$ cat config.mk
export PLATFORM = sky130hd
export DESIGN_NAME = sim_boot_ctrl
export DESIGN_NICKNAME = d
export VERILOG_FILES = /design/src/rtl/sim_boot_ctrl_pkg.sv /design/src/rtl/sat_counter.sv /design/src/rtl/sim_boot_ctrl.sv
export SDC_FILE = /design/constraint.sdc
export NUM_CORES = 1
export LEC_CHECK = 0
export BUFFER_PORTS_ARGS = -buffer_cell sky130_fd_sc_hd__buf_2
export CELL_PAD_IN_SITES_DETAIL_PLACEMENT = 0
export CELL_PAD_IN_SITES_GLOBAL_PLACEMENT = 1
export CORE_MARGIN = 3
export CORE_UTILIZATION = 42
export CTS_CLUSTER_DIAMETER = 60
export DETAILED_ROUTE_END_ITERATION = 7
export PLACE_DENSITY = 0.94
export SETUP_SLACK_MARGIN = 0.15
export SLEW_MARGIN = 20
export SYNTH_ARGS = -nofsm -noshare
export SYNTH_HDL_FRONTEND = slang
export SYNTH_SLANG_ARGS = --single-unit
$ cat constraint.sdc
create_clock -name clk_i -period 4.28 [get_ports clk_i]
set_input_delay 0.428 -clock clk_i [delete_from_list [all_inputs] [get_ports clk_i]]
set_output_delay 0.428 -clock clk_i [all_outputs]
set_load 0.005 [all_outputs]
$ cat src/rtl/sim_boot_ctrl_pkg.sv
// Shared types for the simulation boot controller: FSM states, run results
// and the width used by every counter in the block.
package sim_boot_ctrl_pkg;

   localparam int unsigned CNT_W = 32;

   typedef enum logic [1:0] {
      ST_HOLD = 2'd0,
      ST_LOAD = 2'd1,
      ST_RUN  = 2'd2,
      ST_DONE = 2'd3
   } state_e;

   typedef enum logic [1:0] {
      RES_NONE    = 2'd0,
      RES_PASS    = 2'd1,
      RES_FAIL    = 2'd2,
      RES_TIMEOUT = 2'd3
   } result_e;

endpackage

$ cat src/rtl/sat_counter.sv
// Up-counter with synchronous clear and enable that sticks at all-ones
// instead of wrapping. Clear has priority over enable.
module sat_counter #(
   parameter int unsigned W = 32
) (
   input  logic         clk_i,
   input  logic         rst_ni,
   input  logic         en_i,
   input  logic         clr_i,
   output logic [W-1:0] cnt_o
);

   logic [W-1:0] cnt_q;
   logic [W-1:0] cnt_d;

   always_comb begin
      cnt_d = cnt_q;
      if (clr_i) begin
         cnt_d = '0;
      end else if (en_i && (cnt_q != '1)) begin
         cnt_d = cnt_q + W'(1);
      end
   end

   always_ff @(posedge clk_i) begin
      if (!rst_ni) begin
         cnt_q <= '0;
      end else begin
         cnt_q <= cnt_d;
      end
   end

   assign cnt_o = cnt_q;

endmodule

$ cat src/rtl/sim_boot_ctrl.sv
// Simulation boot controller: holds the core in reset, optionally waits for a
// preloaded image, then watches for program exit or a cycle-count timeout.
module sim_boot_ctrl
   import sim_boot_ctrl_pkg::*;
#(
   parameter int unsigned RESET_WAIT_CYCLES = 50,
   parameter bit          PRELOAD           = 1'b1
) (
   input  logic             clk_i,
   input  logic             rst_ni,
   input  logic             boot_select_i,
   input  logic             execute_from_flash_i,
   input  logic             load_done_i,
   input  logic             exit_valid_i,
   input  logic [31:0]      exit_value_i,
   input  logic [31:0]      max_cycles_i,
   output logic             core_rst_no,
   output logic             boot_select_o,
   output logic             execute_from_flash_o,
   output logic             set_exit_loop_o,
   output logic             done_o,
   output logic [1:0]       result_o,
   output logic [31:0]      exit_code_o,
   output logic [CNT_W-1:0] cycle_cnt_o
);

   localparam logic [CNT_W-1:0] HOLD_LAST =
      (RESET_WAIT_CYCLES > 0) ? CNT_W'(RESET_WAIT_CYCLES - 1) : '0;

   state_e           state_q, state_d;
   logic [CNT_W-1:0] hold_cnt;
   logic [CNT_W-1:0] cycle_cnt;
   logic             hold_last;
   logic             active;
   logic             timeout_hit;

   logic             core_rst_n_q, core_rst_n_d;
   logic             boot_select_q, boot_select_d;
   logic             exec_flash_q, exec_flash_d;
   logic             set_exit_loop_q, set_exit_loop_d;
   logic             done_q, done_d;
   result_e          result_q, result_d;
   logic [31:0]      exit_code_q, exit_code_d;

   assign hold_last   = (state_q == ST_HOLD) && (hold_cnt >= HOLD_LAST);
   assign active      = (state_q == ST_LOAD) || (state_q == ST_RUN);
   assign timeout_hit = (max_cycles_i != '0) && (cycle_cnt >= max_cycles_i);

   sat_counter #(.W(CNT_W)) u_hold_cnt (
      .clk_i  (clk_i),
      .rst_ni (rst_ni),
      .en_i   (state_q == ST_HOLD),
      .clr_i  (state_q != ST_HOLD),
      .cnt_o  (hold_cnt)
   );

   // The cycle that moves to DONE does not count, so a timeout freezes at the limit.
   sat_counter #(.W(CNT_W)) u_cycle_cnt (
      .clk_i  (clk_i),
      .rst_ni (rst_ni),
      .en_i   (active && (state_d != ST_DONE)),
      .clr_i  (state_q == ST_HOLD),
      .cnt_o  (cycle_cnt)
   );

   always_ff @(posedge clk_i) begin
      if (!rst_ni) begin
         state_q <= ST_HOLD;
      end else begin
         state_q <= state_d;
      end
   end

   always_comb begin
      state_d = state_q;
      unique case (state_q)
         ST_HOLD: begin
            if (hold_last) begin
               state_d = (PRELOAD && !boot_select_i) ? ST_LOAD : ST_RUN;
            end
         end
         ST_LOAD: begin
            if (exit_valid_i || timeout_hit) begin
               state_d = ST_DONE;
            end else if (load_done_i) begin
               state_d = ST_RUN;
            end
         end
         ST_RUN: begin
            if (exit_valid_i || timeout_hit) begin
               state_d = ST_DONE;
            end
         end
         ST_DONE: begin
            state_d = ST_DONE;
         end
         default: begin
            state_d = ST_HOLD;
         end
      endcase
   end

   always_comb begin
      core_rst_n_d    = (state_q != ST_HOLD) || hold_last;
      boot_select_d   = boot_select_q;
      exec_flash_d    = exec_flash_q;
      set_exit_loop_d = (state_q == ST_LOAD) && (state_d == ST_RUN);
      done_d          = (state_d == ST_DONE);
      result_d        = result_q;
      exit_code_d     = exit_code_q;

      if (hold_last) begin
         boot_select_d = boot_select_i;
         exec_flash_d  = boot_select_i && execute_from_flash_i;
      end

      // Exit takes priority over a timeout landing in the same cycle.
      if (active) begin
         if (exit_valid_i) begin
            exit_code_d = exit_value_i;
            result_d    = (exit_value_i == '0) ? RES_PASS : RES_FAIL;
         end else if (timeout_hit) begin
            exit_code_d = '0;
            result_d    = RES_TIMEOUT;
         end
      end
   end

   always_ff @(posedge clk_i) begin
      if (!rst_ni) begin
         core_rst_n_q    <= 1'b0;
         boot_select_q   <= 1'b0;
         exec_flash_q    <= 1'b0;
         set_exit_loop_q <= 1'b0;
         done_q          <= 1'b0;
         result_q        <= RES_NONE;
         exit_code_q     <= '0;
      end else begin
         core_rst_n_q    <= core_rst_n_d;
         boot_select_q   <= boot_select_d;
         exec_flash_q    <= exec_flash_d;
         set_exit_loop_q <= set_exit_loop_d;
         done_q          <= done_d;
         result_q        <= result_d;
         exit_code_q     <= exit_code_d;
      end
   end

   assign core_rst_no          = core_rst_n_q;
   assign boot_select_o        = boot_select_q;
   assign execute_from_flash_o = exec_flash_q;
   assign set_exit_loop_o      = set_exit_loop_q;
   assign done_o               = done_q;
   assign result_o             = result_q;
   assign exit_code_o          = exit_code_q;
   assign cycle_cnt_o          = cycle_cnt;

endmodule

==> metrics.cfg <==
[layout]
syn_to_final_growth_pct=20.67
design_area_mm2=0.006741
num_antenna_cells=0
fin_nets=913
drive_gt1_share_pct=22.03

[clock_tree]
cts-root-buf=clkbuf_16
tritoncts=yes
cts.path.max_buffers=2
clk_latency_ps=350
ctsHoldBuffers=0
clk_pin_slew_ps=80
postCtsSetupRepairBufs=0
cts_made_buffers=9
h-tree-depth=3
cts_resized=0
cts_sinks=105

[placement]
port-buffer-count=140
routabilityCongestion=0.8162
dp_hpwl_mm=10.53
place_area_mm2=0.006440

[worst_setup_path]
path_class=flop to flop
crit_path_end_kind=flop
cp-start-kind=flop
cp.required_ps=4540
worst_ep_arrival_time_ps=3370
worst-path-max-fanout=16
rr_worst_depth=10
rr_endpoint=u_cycle_cnt.cnt_o[29]
r2r_start=u_cycle_cnt.cnt_o[0]
r2r_setup_slack_ps=1170
worstSetupStartpoint=u_cycle_cnt.cnt_o[0]

[sta]
worst_slew_pin_slew_ps=1023
skew_ps=8.176
hold_viol=0
fmax_mhz=321.7
finalCritPeriodShare_pct=72.63
min_period_ps=3109
setup_viol=0
fin_tns_setup_ps=0
rsz0062_at_grt=no
report.final.slew_viol_count=0
slew_headroom_pct=31.82

[grt]
grt_pass1_vias=4712
grt_pass1_wl_mm=22.86
grt_max_degree=38
grt-ovfl-total=0
grtUsageTotal_pct=18.79
antenna_found_initial=0

[route]
wl_per_cell_um=14.22
drc_errors=0
dr.pass1.iters=5
vias=5240
detail-route-antenna-nets=0
drt_iter0_markers=273
via_per_inst=5.347
routed_wl_mm=13.94

[die]
ioPinCount=141
dieArea_mm2=0.01472
die_w_um=121.3
num_rows=41
core_region_area_mm2=0.01282
start_util_pct=43.56
die_h_um=121.3

[hold_path]
hold_start=rst_ni
holdPathEnd=result_o[0]
min_path_cells=3
hp-class=primary input to flop

[synthesis]
avgSynthCellArea_um2=8.338
yosys_register_bits=105
synth_edf_count=0
synth_area_mm2=0.005587
ys_warn_count=0
ys_seq_area_share_pct=37.63
synthCells=670
mappedNetlistNets=780
synth.distinct_cells=51
synth_ff_type=dfxtp_1
ys_async_sr_fraction_pct=0

[job]
max_cap_viol_count=0

[pwr]
ir_worst_vdd_uv=344.3
p_leak_uw=0.002873
p_per_area_mw_per_mm2=398.4

[status]
status=finished, final reports clean

-- through the flow --
stage	hold slack [ps]	utilization, %	cells	setup WS, ps	power, uW
after floorplan	437.2	-	670	1545	1662
after detailed placement	434.4	50.21	964	1149	1881
after global placement	435.4	50.21	964	1178	1880
final	337.7	52.57	980	1171	2686
after global routing	331.4	52.57	980	949.4	2842
after CTS	320.8	52.55	980	1177	2714
-- worst max-delay path, stage by stage, from the launching register on --
cell and delay (ps):
dfxtp_1 400, inv_1 100, ha_1 280, nand2b_4 140, a2111oi_2 360, o41a_2 200
o211ai_2 100, a211oi_4 460, o211ai_2 340, or4_1 490, a21oi_1 150
-- registers in the layout, summed over array words and instances (netlist names), 2 cells and up --
name	count
exit_code_o	32
result_o	2
state_q	2
u_cycle_cnt.cnt_o	32
u_hold_cnt.cnt_o	32
-- power breakdown --
group / switching (uW) / internal, uW / leakage [uW]
clock network: 399 / 424 / 0.000140
logic: 475 / 275 / 0.00188
registers: 53.1 / 1060 / 0.000849
-- synthesized netlist by cell type (2+ instances only) --
| master | n | share of area, % |
|---|---|---|
| nor4_1 | 26 | 2.9 |
| or2_2 | 6 | 0.67 |
| o21a_1 | 10 | 1.3 |
| o211ai_2 | 3 | 0.67 |
| a221oi_1 | 2 | 0.31 |
| o211ai_1 | 4 | 0.54 |
| nor3_1 | 9 | 0.81 |
| nand3_1 | 23 | 2.1 |
| mux2i_1 | 5 | 0.90 |
| nand2b_1 | 6 | 0.67 |
| o31ai_1 | 4 | 0.54 |
| a22oi_1 | 33 | 4.4 |
| xor2_1 | 19 | 3.0 |
| or3_1 | 18 | 2.0 |
| o21ai_0 | 27 | 2.4 |
| a21oi_1 | 41 | 3.7 |
| nor2b_1 | 4 | 0.45 |
| xnor2_1 | 13 | 2.0 |
| nor2_1 | 82 | 5.5 |
| and4_1 | 8 | 1.3 |
| buf_2 | 2 | 0.18 |
| dfxtp_1 | 105 | 38 |
| ha_1 | 40 | 9.0 |
| or4_1 | 6 | 0.81 |
| nand4_1 | 24 | 2.7 |
| and2_1 | 10 | 1.1 |
| clkbuf_1 | 18 | 1.2 |
| inv_1 | 48 | 3.2 |
| and3_1 | 10 | 1.1 |
| and3b_1 | 2 | 0.31 |
| nand2_1 | 42 | 2.8 |
-- placed cells by master, fill, tap and decap left out, types with 18 or more instances in the layout --
cell,Yosys,layout
a21oi_1,41,41
a22oi_1,33,33
buf_2,2,140
dfxtp_1,105,105
ha_1,40,40
inv_1,48,48
nand2_1,42,41
nand3_1,23,23
nand4_1,24,24
nor2_1,82,82
nor4_1,26,26
o21ai_0,27,27
or3_1,18,18
xor2_1,19,19
-- worst max path at each step --
stage	endpoint	slack, ps
after global placement	u_cycle_cnt.cnt_o[13]	1180
after global routing	u_cycle_cnt.cnt_o[29]	950
after detailed placement	u_cycle_cnt.cnt_o[29]	1150
after CTS	u_cycle_cnt.cnt_o[29]	1180
final	u_cycle_cnt.cnt_o[29]	1170
after floorplan	u_cycle_cnt.cnt_o[26]	1540
-- layer usage --
| metal | track usage, % | vias to the layer above | wire [um] |
|---|---|---|---|
| met3 | 4.988 | 7 | 852 |
| met2 | 28.95 | 121 | 6332 |
| met5 | 0 | - | 0 |
| li1 | - | 2677 | - |
| met1 | 26.67 | 2435 | 6664 |
| met4 | 3.571 | 0 | 86 |
-- cells by family (layout without fill, tap and decap cells) --
logic type / after synthesis / count (layout) / synth area share (%)
multiplexers: 5 / 5 / 0.8959
AO/OA/AOI/OAI: 139 / 139 / 16.75
buffers and inverters: 69 / 207 / 4.748
flip-flops: 105 / 105 / 37.63
adder cells (fa/ha/maj): 40 / 40 / 8.959
AND/OR/NAND/NOR: 280 / 280 / 26.00
XOR/XNOR: 32 / 32 / 5.017
-- layout make-up --
cell class / instances / area (um^2)
fillers: 1275 / 6083
multi-input cells: 496 / 3222
flip-flops and latches: 105 / 2102
repair buffers: 143 / 723.2
clock buffers: 10 / 239.0
well taps: 172 / 215.2
inverters: 48 / 180.2
clock inverters: 6 / 60.06
Power figures use the tool's default switching activity.
